File: config.mk
export PLATFORM = sky130hd
export DESIGN_NAME = sensor_req_ctrl
export DESIGN_NICKNAME = d
export VERILOG_FILES = /design/src/rtl/sensor_req_pkg.sv /design/src/rtl/sensor_frame_buf.sv /design/src/rtl/sensor_req_ctrl.sv
export SDC_FILE = /design/constraint.sdc
export NUM_CORES = 1
export LEC_CHECK = 0
export ABC_CLOCK_PERIOD_IN_PS = 4000
export CORE_ASPECT_RATIO = 0.75
export CORE_MARGIN = 4
export CORE_UTILIZATION = 50
export DETAILED_ROUTE_END_ITERATION = 8
export PLACE_DENSITY = 0.76
export SLEW_MARGIN = 20
export SYNTH_ARGS = -nofsm -noshare
export SYNTH_HDL_FRONTEND = slang
export SYNTH_HIERARCHICAL = 1
export SYNTH_SLANG_ARGS = --single-unit
export TNS_END_PERCENT = 30
File: constraint.sdc
create_clock -name clock_i -period 4 [get_ports clock_i]
set_clock_uncertainty 0.1 [all_clocks]
set_input_delay 0.8 -clock clock_i [delete_from_list [all_inputs] [get_ports clock_i]]
set_output_delay 0.8 -clock clock_i [all_outputs]
set_load 0.005 [all_outputs]
File: src/rtl/sensor_req_pkg.sv
// sensor_req_pkg: shared command codes, response bytes, frame layout and FSM states
package sensor_req_pkg;

    localparam logic [7:0] CMD_STATUS   = 8'h03;
    localparam logic [7:0] CMD_TEMP     = 8'h04;
    localparam logic [7:0] CMD_HUM      = 8'h05;
    localparam logic [7:0] CMD_STREAM_T = 8'h06;
    localparam logic [7:0] CMD_STREAM_H = 8'h07;
    localparam logic [7:0] CMD_STOP     = 8'h08;

    localparam logic [7:0] HDR_BAD_ADDR   = 8'hEF;
    localparam logic [7:0] HDR_BAD_CMD    = 8'hCF;
    localparam logic [7:0] PAY_STATUS_OK  = 8'h00;
    localparam logic [7:0] PAY_STATUS_BAD = 8'h1F;
    localparam logic [7:0] PAY_BAD_CRC    = 8'hFF;

    localparam int OFF_HUM_INT  = 32;
    localparam int OFF_HUM_FLT  = 24;
    localparam int OFF_TEMP_INT = 16;
    localparam int OFF_TEMP_FLT = 8;
    localparam int OFF_CRC      = 0;

    typedef enum logic {P_IDLE, P_WAIT_CMD} parse_state_t;

    typedef enum logic [2:0] {
        T_IDLE, T_LOAD, T_SEND_HDR, T_WAIT_HDR, T_SEND_PAY, T_WAIT_PAY
    } tx_state_t;

    // Checksum is the byte-wide sum of the four data fields
    function automatic logic frame_crc_ok(input logic [39:0] f);
        return 8'(f[OFF_HUM_INT+:8] + f[OFF_HUM_FLT+:8] + f[OFF_TEMP_INT+:8] + f[OFF_TEMP_FLT+:8]) == f[OFF_CRC+:8];
    endfunction

endpackage

File: src/rtl/sensor_frame_buf.sv
// sensor_frame_buf: latest frame per channel with valid flags, CRC check and read mux
module sensor_frame_buf import sensor_req_pkg::*; #(
    parameter int N_CH = 4
) (
    input  logic                clock_i,
    input  logic                reset_i,
    input  logic [40*N_CH-1:0]  sens_frame_i,
    input  logic [N_CH-1:0]     sens_valid_i,
    input  logic [7:0]          rd_ch_i,
    output logic [7:0]          rd_temp_o,
    output logic [7:0]          rd_hum_o,
    output logic                rd_crc_ok_o
);

    logic [39:0]     frame_q [N_CH];
    logic [N_CH-1:0] valid_q;

    // Frame storage needs no reset; the valid flags guard it
    always_ff @(posedge clock_i) begin
        for (int c = 0; c < N_CH; c++)
            if (sens_valid_i[c]) frame_q[c] <= sens_frame_i[40*c +: 40];
    end

    // A channel becomes valid on its first update and stays valid until reset
    always_ff @(posedge clock_i or posedge reset_i) begin
        if (reset_i) valid_q <= '0;
        else         valid_q <= valid_q | sens_valid_i;
    end

    // Compare-based mux keeps out-of-range channel numbers harmless
    always_comb begin
        rd_temp_o   = '0;
        rd_hum_o    = '0;
        rd_crc_ok_o = 1'b0;
        for (int c = 0; c < N_CH; c++) begin
            if (rd_ch_i == 8'(c)) begin
                rd_temp_o   = frame_q[c][OFF_TEMP_INT+:8];
                rd_hum_o    = frame_q[c][OFF_HUM_INT+:8];
                rd_crc_ok_o = valid_q[c] && frame_crc_ok(frame_q[c]);
            end
        end
    end

endmodule

File: src/rtl/sensor_req_ctrl.sv
// sensor_req_ctrl: UART request parser, per-channel frame responder and periodic streamer
module sensor_req_ctrl import sensor_req_pkg::*; #(
    parameter int N_CH           = 4,
    parameter int PERIOD_CYC     = 100_000_000,
    parameter int RX_TIMEOUT_CYC = 5_000_000
) (
    input  logic                clock_i,
    input  logic                reset_i,
    input  logic                rx_valid_i,
    input  logic [7:0]          rx_data_i,
    input  logic                tx_busy_i,
    output logic                tx_start_o,
    output logic [7:0]          tx_data_o,
    input  logic [40*N_CH-1:0]  sens_frame_i,
    input  logic [N_CH-1:0]     sens_valid_i,
    output logic                stream_on_o,
    output logic                overrun_o
);

    localparam logic [31:0] PERIOD_LAST = 32'(PERIOD_CYC - 1);
    localparam logic [31:0] TMO_LAST    = 32'(RX_TIMEOUT_CYC - 1);

    parse_state_t p_q, p_d;
    tx_state_t    t_q, t_d;
    logic [7:0]   addr_q, addr_d;
    logic [31:0]  to_q, to_d;
    logic         push;
    logic         pend_v_q, pend_v_d;
    logic [15:0]  pend_q, pend_d;
    logic         overrun_q, overrun_d;
    logic [7:0]   tx_data_q, tx_data_d, pay_q, pay_d;
    logic         skip_q, skip_d;
    logic         stream_on_q, stream_on_d, stream_hum_q, stream_hum_d;
    logic [7:0]   stream_ch_q, stream_ch_d;
    logic [31:0]  tcnt_q, tcnt_d;
    logic         tick_q, tick_d;
    logic [7:0]   req_addr, req_cmd, rd_ch, rd_temp, rd_hum, rsp_hdr, rsp_pay;
    logic         rd_ok, addr_ok, load_req, load_tick;

    assign req_addr    = pend_q[15:8];
    assign req_cmd     = pend_q[7:0];
    assign addr_ok     = int'(req_addr) < N_CH;
    assign load_req    = t_q == T_LOAD && pend_v_q;
    assign load_tick   = t_q == T_LOAD && !pend_v_q;
    assign rd_ch       = pend_v_q ? req_addr : stream_ch_q;
    assign tx_data_o   = tx_data_q;
    assign stream_on_o = stream_on_q;
    assign overrun_o   = overrun_q;

    sensor_frame_buf #(.N_CH(N_CH)) u_buf (
        .clock_i      (clock_i),
        .reset_i      (reset_i),
        .sens_frame_i (sens_frame_i),
        .sens_valid_i (sens_valid_i),
        .rd_ch_i      (rd_ch),
        .rd_temp_o    (rd_temp),
        .rd_hum_o     (rd_hum),
        .rd_crc_ok_o  (rd_ok)
    );

    // Byte-pair parser with an address-to-command timeout, feeding a one-entry pending slot
    always_comb begin
        p_d      = p_q;
        addr_d   = addr_q;
        to_d     = to_q;
        push     = 1'b0;
        case (p_q)
            P_IDLE: if (rx_valid_i) begin
                addr_d = rx_data_i;
                to_d   = '0;
                p_d    = P_WAIT_CMD;
            end
            P_WAIT_CMD: begin
                if (rx_valid_i) begin
                    push = 1'b1;
                    p_d  = P_IDLE;
                end else if (to_q == TMO_LAST) p_d = P_IDLE;
                else to_d = to_q + 32'd1;
            end
        endcase
        pend_v_d  = pend_v_q && !load_req;
        pend_d    = pend_q;
        overrun_d = push && pend_v_d;
        if (push && !pend_v_d) begin
            pend_v_d = 1'b1;
            pend_d   = {addr_q, rx_data_i};
        end
    end

    // Response bytes for whichever source the tx FSM is about to load
    always_comb begin
        rsp_hdr = stream_hum_q ? CMD_STREAM_H : CMD_STREAM_T;
        rsp_pay = !rd_ok ? PAY_BAD_CRC : stream_hum_q ? rd_hum : rd_temp;
        if (pend_v_q) begin
            if (!addr_ok) begin
                rsp_hdr = HDR_BAD_ADDR;
                rsp_pay = req_addr;
            end else begin
                case (req_cmd)
                    CMD_STATUS: begin
                        rsp_hdr = CMD_STATUS;
                        rsp_pay = rd_ok ? PAY_STATUS_OK : PAY_STATUS_BAD;
                    end
                    CMD_TEMP: begin
                        rsp_hdr = CMD_TEMP;
                        rsp_pay = rd_ok ? rd_temp : PAY_BAD_CRC;
                    end
                    CMD_HUM: begin
                        rsp_hdr = CMD_HUM;
                        rsp_pay = rd_ok ? rd_hum : PAY_BAD_CRC;
                    end
                    CMD_STREAM_T, CMD_STREAM_H: begin
                        rsp_hdr = req_cmd;
                        rsp_pay = req_addr;
                    end
                    CMD_STOP: begin
                        rsp_hdr = CMD_STOP;
                        rsp_pay = 8'h00;
                    end
                    default: begin
                        rsp_hdr = HDR_BAD_CMD;
                        rsp_pay = req_cmd;
                    end
                endcase
            end
        end
    end

    // Stream control: period counter, merged tick flag, start/stop on loaded commands
    always_comb begin
        stream_on_d  = stream_on_q;
        stream_ch_d  = stream_ch_q;
        stream_hum_d = stream_hum_q;
        tcnt_d       = tcnt_q;
        tick_d       = tick_q && !load_tick;
        if (stream_on_q) begin
            if (tcnt_q == PERIOD_LAST) begin
                tcnt_d = '0;
                tick_d = 1'b1;
            end else tcnt_d = tcnt_q + 32'd1;
        end
        if (load_req && addr_ok && (req_cmd == CMD_STREAM_T || req_cmd == CMD_STREAM_H)) begin
            stream_on_d  = 1'b1;
            stream_ch_d  = req_addr;
            stream_hum_d = req_cmd == CMD_STREAM_H;
            tcnt_d       = '0;
            tick_d       = 1'b0;
        end else if (load_req && addr_ok && req_cmd == CMD_STOP) begin
            stream_on_d = 1'b0;
            tcnt_d      = '0;
            tick_d      = 1'b0;
        end
    end

    // Tx FSM: snapshot both bytes in LOAD, then hand each to the transmitter when it is free
    always_comb begin
        t_d        = t_q;
        tx_start_o = 1'b0;
        tx_data_d  = tx_data_q;
        pay_d      = pay_q;
        skip_d     = 1'b0;
        case (t_q)
            T_IDLE: if (pend_v_q || tick_q) t_d = T_LOAD;
            T_LOAD: begin
                tx_data_d = rsp_hdr;
                pay_d     = rsp_pay;
                t_d       = T_SEND_HDR;
            end
            T_SEND_HDR: if (!tx_busy_i) begin
                tx_start_o = 1'b1;
                skip_d     = 1'b1;
                t_d        = T_WAIT_HDR;
            end
            T_WAIT_HDR: if (!skip_q && !tx_busy_i) begin
                tx_data_d = pay_q;
                t_d       = T_SEND_PAY;
            end
            T_SEND_PAY: if (!tx_busy_i) begin
                tx_start_o = 1'b1;
                skip_d     = 1'b1;
                t_d        = T_WAIT_PAY;
            end
            T_WAIT_PAY: if (!skip_q && !tx_busy_i) t_d = T_IDLE;
            default: t_d = T_IDLE;
        endcase
    end

    // State registers; reset aborts any transfer in progress
    always_ff @(posedge clock_i or posedge reset_i) begin
        if (reset_i) begin
            p_q          <= P_IDLE;
            addr_q       <= '0;
            to_q         <= '0;
            pend_v_q     <= 1'b0;
            pend_q       <= '0;
            overrun_q    <= 1'b0;
            t_q          <= T_IDLE;
            tx_data_q    <= '0;
            pay_q        <= '0;
            skip_q       <= 1'b0;
            stream_on_q  <= 1'b0;
            stream_ch_q  <= '0;
            stream_hum_q <= 1'b0;
            tcnt_q       <= '0;
            tick_q       <= 1'b0;
        end else begin
            p_q          <= p_d;
            addr_q       <= addr_d;
            to_q         <= to_d;
            pend_v_q     <= pend_v_d;
            pend_q       <= pend_d;
            overrun_q    <= overrun_d;
            t_q          <= t_d;
            tx_data_q    <= tx_data_d;
            pay_q        <= pay_d;
            skip_q       <= skip_d;
            stream_on_q  <= stream_on_d;
            stream_ch_q  <= stream_ch_d;
            stream_hum_q <= stream_hum_d;
            tcnt_q       <= tcnt_d;
            tick_q       <= tick_d;
        end
    end

endmodule

=== Word-level counts from Yosys, hierarchy flattened ===
Memory sizes are Yosys's and may differ from the RTL's.
Index checks and enable logic that the tools add are counted.

* Add/sub/neg operators: 14
* Magnitude comparators: 1
* Equal/unequal tests: 28
* Muxes and demuxes: 63
* Bitwise operators: 2
* Reduce and logical (&&, ||, !) cells: 33

{| class="wikitable"
|+ Operator list
! cell !! number
|-
| 32-bit two-way mux || 7
|-
| 8-bit two-way mux || 18
|-
| 8-bit adder || 12
|-
| 8-bit case mux with 5 select lines || 2
|-
| 32-bit by 1-bit adder with 32-bit output (second input constant) || 2
|-
| 32-bit case mux with 2 select lines || 1
|-
| 32-bit by 23-bit == test with 1-bit output (second input constant) || 1
|-
| 32-bit by 27-bit == test with 1-bit output (second input constant) || 1
|-
| 8-bit by 3-bit == test with 1-bit output (second input constant) || 4
|-
| 8-bit == test || 4
|-
| 1-bit two-way mux || 26
|-
| 8-bit by 2-bit == test with 1-bit output (second input constant) || 3
|-
| 3-bit case mux with 6 select lines || 1
|-
| 2-bit != test (second input constant) || 8
|-
| 8-bit case mux with 2 select lines || 1
|-
| 3-bit two-way mux || 5
|-
| 1-bit logical AND || 14
|-
| 8-bit by 1-bit == test with 1-bit output (second input constant) || 1
|-
| 8-bit by 4-bit == test with 1-bit output (second input constant) || 1
|-
| 8-bit logical NOT || 1
|-
| 8-bit by 3-bit less-than comparator with 1-bit output (second input constant) || 1
|-
| 3-bit by 2-bit == test with 1-bit output (second input constant) || 2
|-
| 3-bit == test (second input constant) || 2
|-
| 1-bit logical NOT || 6
|-
| 13 further kinds || 17
|}

* Register bits after elaboration: 126
* Bits in writable memories: 160
* Logic and storage cells: 158
* Memories kept: 1

{| class="wikitable"
|+ Memory list
! name !! words !! bits a word !! read ports !! clocked after Yosys merged registers in !! wr ports !! RTL line !! text
|-
| u_buf.frame_q || 4 || 40 || 4 || 0 || 4 || sensor_frame_buf.sv:15 || <nowiki>logic [39:0] frame_q [N_CH];</nowiki>
|}

=== Longest topological paths before layout ===
* Word-level depth: 13
* Gate-level depth with buffers: 18
* Mapped depth without buffers: 17

=== Modules after synthesis ===
Netlist, hierarchy kept.

{| class="wikitable"
|+ By module, submodules not included
! module !! times used !! cells an instance !! area an instance (sq um)
|-
| sensor_frame_buf || 1 || 485 || 8137.8
|-
| sensor_req_ctrl || 1 || 724 || 6804.0
|}

=== Worst setup path after synthesis ===
OpenSTA, ideal clock, no wires.

* Kind: register to register
* Start point: mem u_buf.frame_q[0][9]
* End point: reg pay_q[2]
* Setup time: 0.131 ns
* Arrival time: 3.872 ns
* Required time: 3.769 ns
* Path slack: -0.102 ns
* Cell stages (with the launch flop): 18
* Path buffers: 1
* Clock period less this slack: 4.102 ns
* Path through: edfxtp_1 > fa_1 > inv_1 > fa_1 > inv_1 > ha_1 > fa_1 > xnor2_1 > xnor2_1 > nand4_1 > nor4_1 > nand4_1 > nand4_1 > clkbuf_1 > a311o_1 > o211ai_1 > a311oi_1 > o21ai_0

{| class="wikitable"
|+ RTL lines
! element !! RTL line !! text
|-
| start: declaration || sensor_frame_buf.sv:15 ||
|-
| end signal: assignment || sensor_req_ctrl.sv:215 || <nowiki>pay_q <= pay_d;</nowiki>
|-
| end: declaration || sensor_req_ctrl.sv:31 || <nowiki>logic [7:0] tx_data_q, tx_data_d, pay_q, pay_d;</nowiki>
|}

==> results.sh <==
export IMPL_status="finished, violations left"
export IMPL_violations="negative setup slack"
export IMPL_die_w_um=208
export IMPL_min_period_ns=4.09
export IMPL_numCtsBuffers=29
export IMPL_area_delta_synth_final_pct=22.5
export IMPL_cts_max_level=1
export IMPL_grt_pass1_wl_mm=58.3
export IMPL_drv_slew=0
export IMPL_syn_cell_area_mm2=0.0149
export IMPL_syn_nets=1471
export IMPL_fillerInstances=2188
export IMPL_synth_edf_count=160
export IMPL_layout_commonest_cell="clkdlybuf4s50_1"
export IMPL_worstPathRequired_ns=4.38
export IMPL_nets=1665
export IMPL_ir_worst_vdd_v=0.000336
export IMPL_fin_crit_sh_pct=102
export IMPL_grt_ovfl_total=0
export IMPL_crit_type="reg -> reg"
export IMPL_ys_ff_latch=286
export IMPL_critPathArrivalTime_ns=4.47
export IMPL_clock_latency_ns=0.57
export IMPL_placed_area_mm2=0.0172
export IMPL_setup_ws_ns=-0.0857
export IMPL_port_buffers=186
export IMPL_async_flop_share_pct=44.1
export IMPL_cts_num_sinks=286
export IMPL_p_per_area_mw_per_mm2=550
export IMPL_vias=10500
export IMPL_rsz0062_at_grt="yes"
export IMPL_dr_pass1_iters=5
export IMPL_die_area_mm2=0.0327
export IMPL_dp_hpwl_mm=27.9
export IMPL_synth_avg_cell_area_um2=12.4
export IMPL_cp_start_kind="flip-flop"
export IMPL_cts_root_buffer="clkbuf_16"
export IMPL_end_kind="flip-flop"
export IMPL_worstMarginPinSlew_ns=1.07
export IMPL_die_h_um=158
export IMPL_setup_viol=3
export IMPL_maxSlewHeadroom_pct=28.4
export IMPL_vias_per_cell=5.76
export IMPL_holdCritPathClass="reg -> reg"
export IMPL_ys_seq_area_share_pct=53.3
export IMPL_wirelength_mm=37.4
export IMPL_cts_tree="built"
export IMPL_final_cell_area_mm2=0.0183
export IMPL_grt_pass1_vias=10300
export IMPL_synthCells=1209
export IMPL_clkTransAtPathRegs_ns=0.06
export IMPL_drt_iter0_drc=898
export IMPL_layout_common_cells="clkdlybuf4s50_1 (182), edfxtp_1 (160), dfrtp_1 (126)"
export IMPL_synthFlopType="edfxtp_1"
export IMPL_ys_warnings_count=6
export IMPL_cp_max_fo=4
export IMPL_drv_cap=0
export IMPL_track_usage_pct=22.6
export IMPL_ctsLongestPathBuffers=3
export IMPL_drive_gt1_share_pct=12.4
export IMPL_hold_viol=0
export IMPL_fp_row_count=54
export IMPL_synth_cell_types=71
export IMPL_met1Wirelength_mm=17.2
export IMPL_leakage_nw=7.11
export IMPL_start_util_pct=51.1
export IMPL_antenna_found_initial=3
export IMPL_drcViolationCount=0
export IMPL_wl_met2_mm=16.6
export IMPL_route_met3_wl_mm=2.66
export IMPL_max_freq_mhz=245
export IMPL_wl_per_cell_um=20.6
export IMPL_grt_max_degree=123
export IMPL_core_mm2=0.0293
export IMPL_drtAntennaViolNets=0
export IMPL_io_pins=187
export IMPL_post_place_ws_ns=-0.154
export IMPL_maxUsedRoutingLayer="met5"
export IMPL_place_gp_congestion=0.929
-- per-stage QoR --
step	instances	TNS [ns]	utilization, %	hold slack, ns	power (mW)
after floorplan	1209	-0.195	-	0.327	6.16
after global placement	1761	-0.215	58.9	0.344	7.13
after detailed placement	1761	-0.791	58.9	0.351	7.26
after CTS	1815	-0.162	62.3	0.368	10.0
after global routing	1818	-1.60	62.6	0.386	10.6
final	1818	-0.122	62.6	0.369	10.1
-- report_power, final --
| part | switching, mW | internal, mW |
|---|---|---|
| combinational | 1.81 | 1.66 |
| clock | 1.15 | 1.55 |
| sequential | 0.389 | 3.50 |
| total | 3.35 | 6.71 |
-- cell usage after synthesis, drive strengths merged (6+ instances only) --
library cell,number,area [µm²]
a21o,13,97.6
a21oi,37,189
and3,30,193
buf,25,149
clkbuf,26,97.6
dfrtp,126,3150
edfxtp,160,4800
fa,56,1120
ha,30,375
inv,73,274
mux2,33,372
mux2i,15,150
mux4,16,360
nand2,98,370
nand2b,6,37.5
nand3,38,190
nand4,34,225
nor2,46,175
nor2b,10,62.6
nor3,30,173
nor3b,13,109
nor4,21,153
nor4b,10,100
o21a,14,105
o21ai,46,234
o22ai,8,50.1
o311ai,12,105
o31ai,16,134
or2,8,50.1
or3,9,56.3
or4,7,52.6
xnor2,63,552
xor2,24,210
-- flip-flops by register name (all words and copies together), names as in the netlist --
signal and flops:
t_q 3, addr_q 8, overrun_o 1, u_buf/frame_q 160, pay_q 8, stream_on_o 1, pend_q 16, u_buf/valid_q 4
to_q 32, tx_data_o 8, tick_q 1, pend_v_q 1, stream_hum_q 1, stream_ch_q 8, skip_q 1, p_q 1
tcnt_q 32
-- kinds of logic (layout without fill, tap and decap cells) --
family / Yosys count / in the layout / synth area share, %
simple gates: 374 / 374 / 13.8
flops: 286 / 286 / 53.3
compound gates: 188 / 188 / 8.42
buf+inv: 124 / 340 / 3.48
xor+xnor: 87 / 87 / 5.10
fa+ha+maj: 86 / 86 / 10.0
mux: 64 / 64 / 5.90
other cells: 0 / 1 / 0
-- final cells by class --
class / count / area, µm² / share of cell area (%)
Timing Repair Buffer: 214 / 2060 / 11.3
Clock inverter: 4 / 38.8 / 0.212
Clock buffer: 49 / 912 / 4.98
Multi-Input combinational cell: 799 / 6570 / 35.9
Sequential cell: 286 / 7960 / 43.5
Tap cell: 392 / 490 / 2.68
Inverter: 73 / 278 / 1.52
Antenna cell: 1 / 2.50 / 0.0137
-- routing by layer --
layer	GRT usage, %	up-vias
met3	5.27	74
met5	0	-
met4	5.03	4
met2	34.6	358
li1	-	4831
met1	33.6	5198
-- worst paths after layout --
kind,start,end,slack [ns],depth (start not counted)
setup / recovery,u_buf/frame_q[0][9],pay_q[4],-0.09,19
hold / removal,u_buf/valid_q[0],u_buf/valid_q[0],0.37,1
setup reg to reg,u_buf/frame_q[0][9],pay_q[4],-0.09,19
hold reg to reg,u_buf/valid_q[0],u_buf/valid_q[0],0.37,1
max in group asynchronous,reset_i,to_q[0],2.59,3
min in group asynchronous,reset_i,u_buf/valid_q[3],0.51,2
-- critical path, stage by stage, from the launching register on --
cell	delay, ns
edfxtp_1	0.40
fa_1	0.54
inv_1	0.05
fa_1	0.50
inv_1	0.04
ha_2	0.19
fa_2	0.37
buf_4	0.15
nand3_2	0.07
nand2_2	0.09
a31oi_2	0.17
xnor2_1	0.09
nand4_1	0.11
nand4_1	0.15
a311o_1	0.37
buf_4	0.16
buf_4	0.12
o211ai_1	0.08
nor2_1	0.06
o31ai_1	0.19
-- timing repair --
action | in CTS | in global routing
pin swaps | 18 | 19
hold buffers | 0 | 0
setup buffers | 1 | 2
gates resized for setup | 13 | 13
setup endpoints to repair | 7 | 8
endpoints found under the hold margin | 0 | 0
Note: power is estimated with default switching activity, not from simulation.
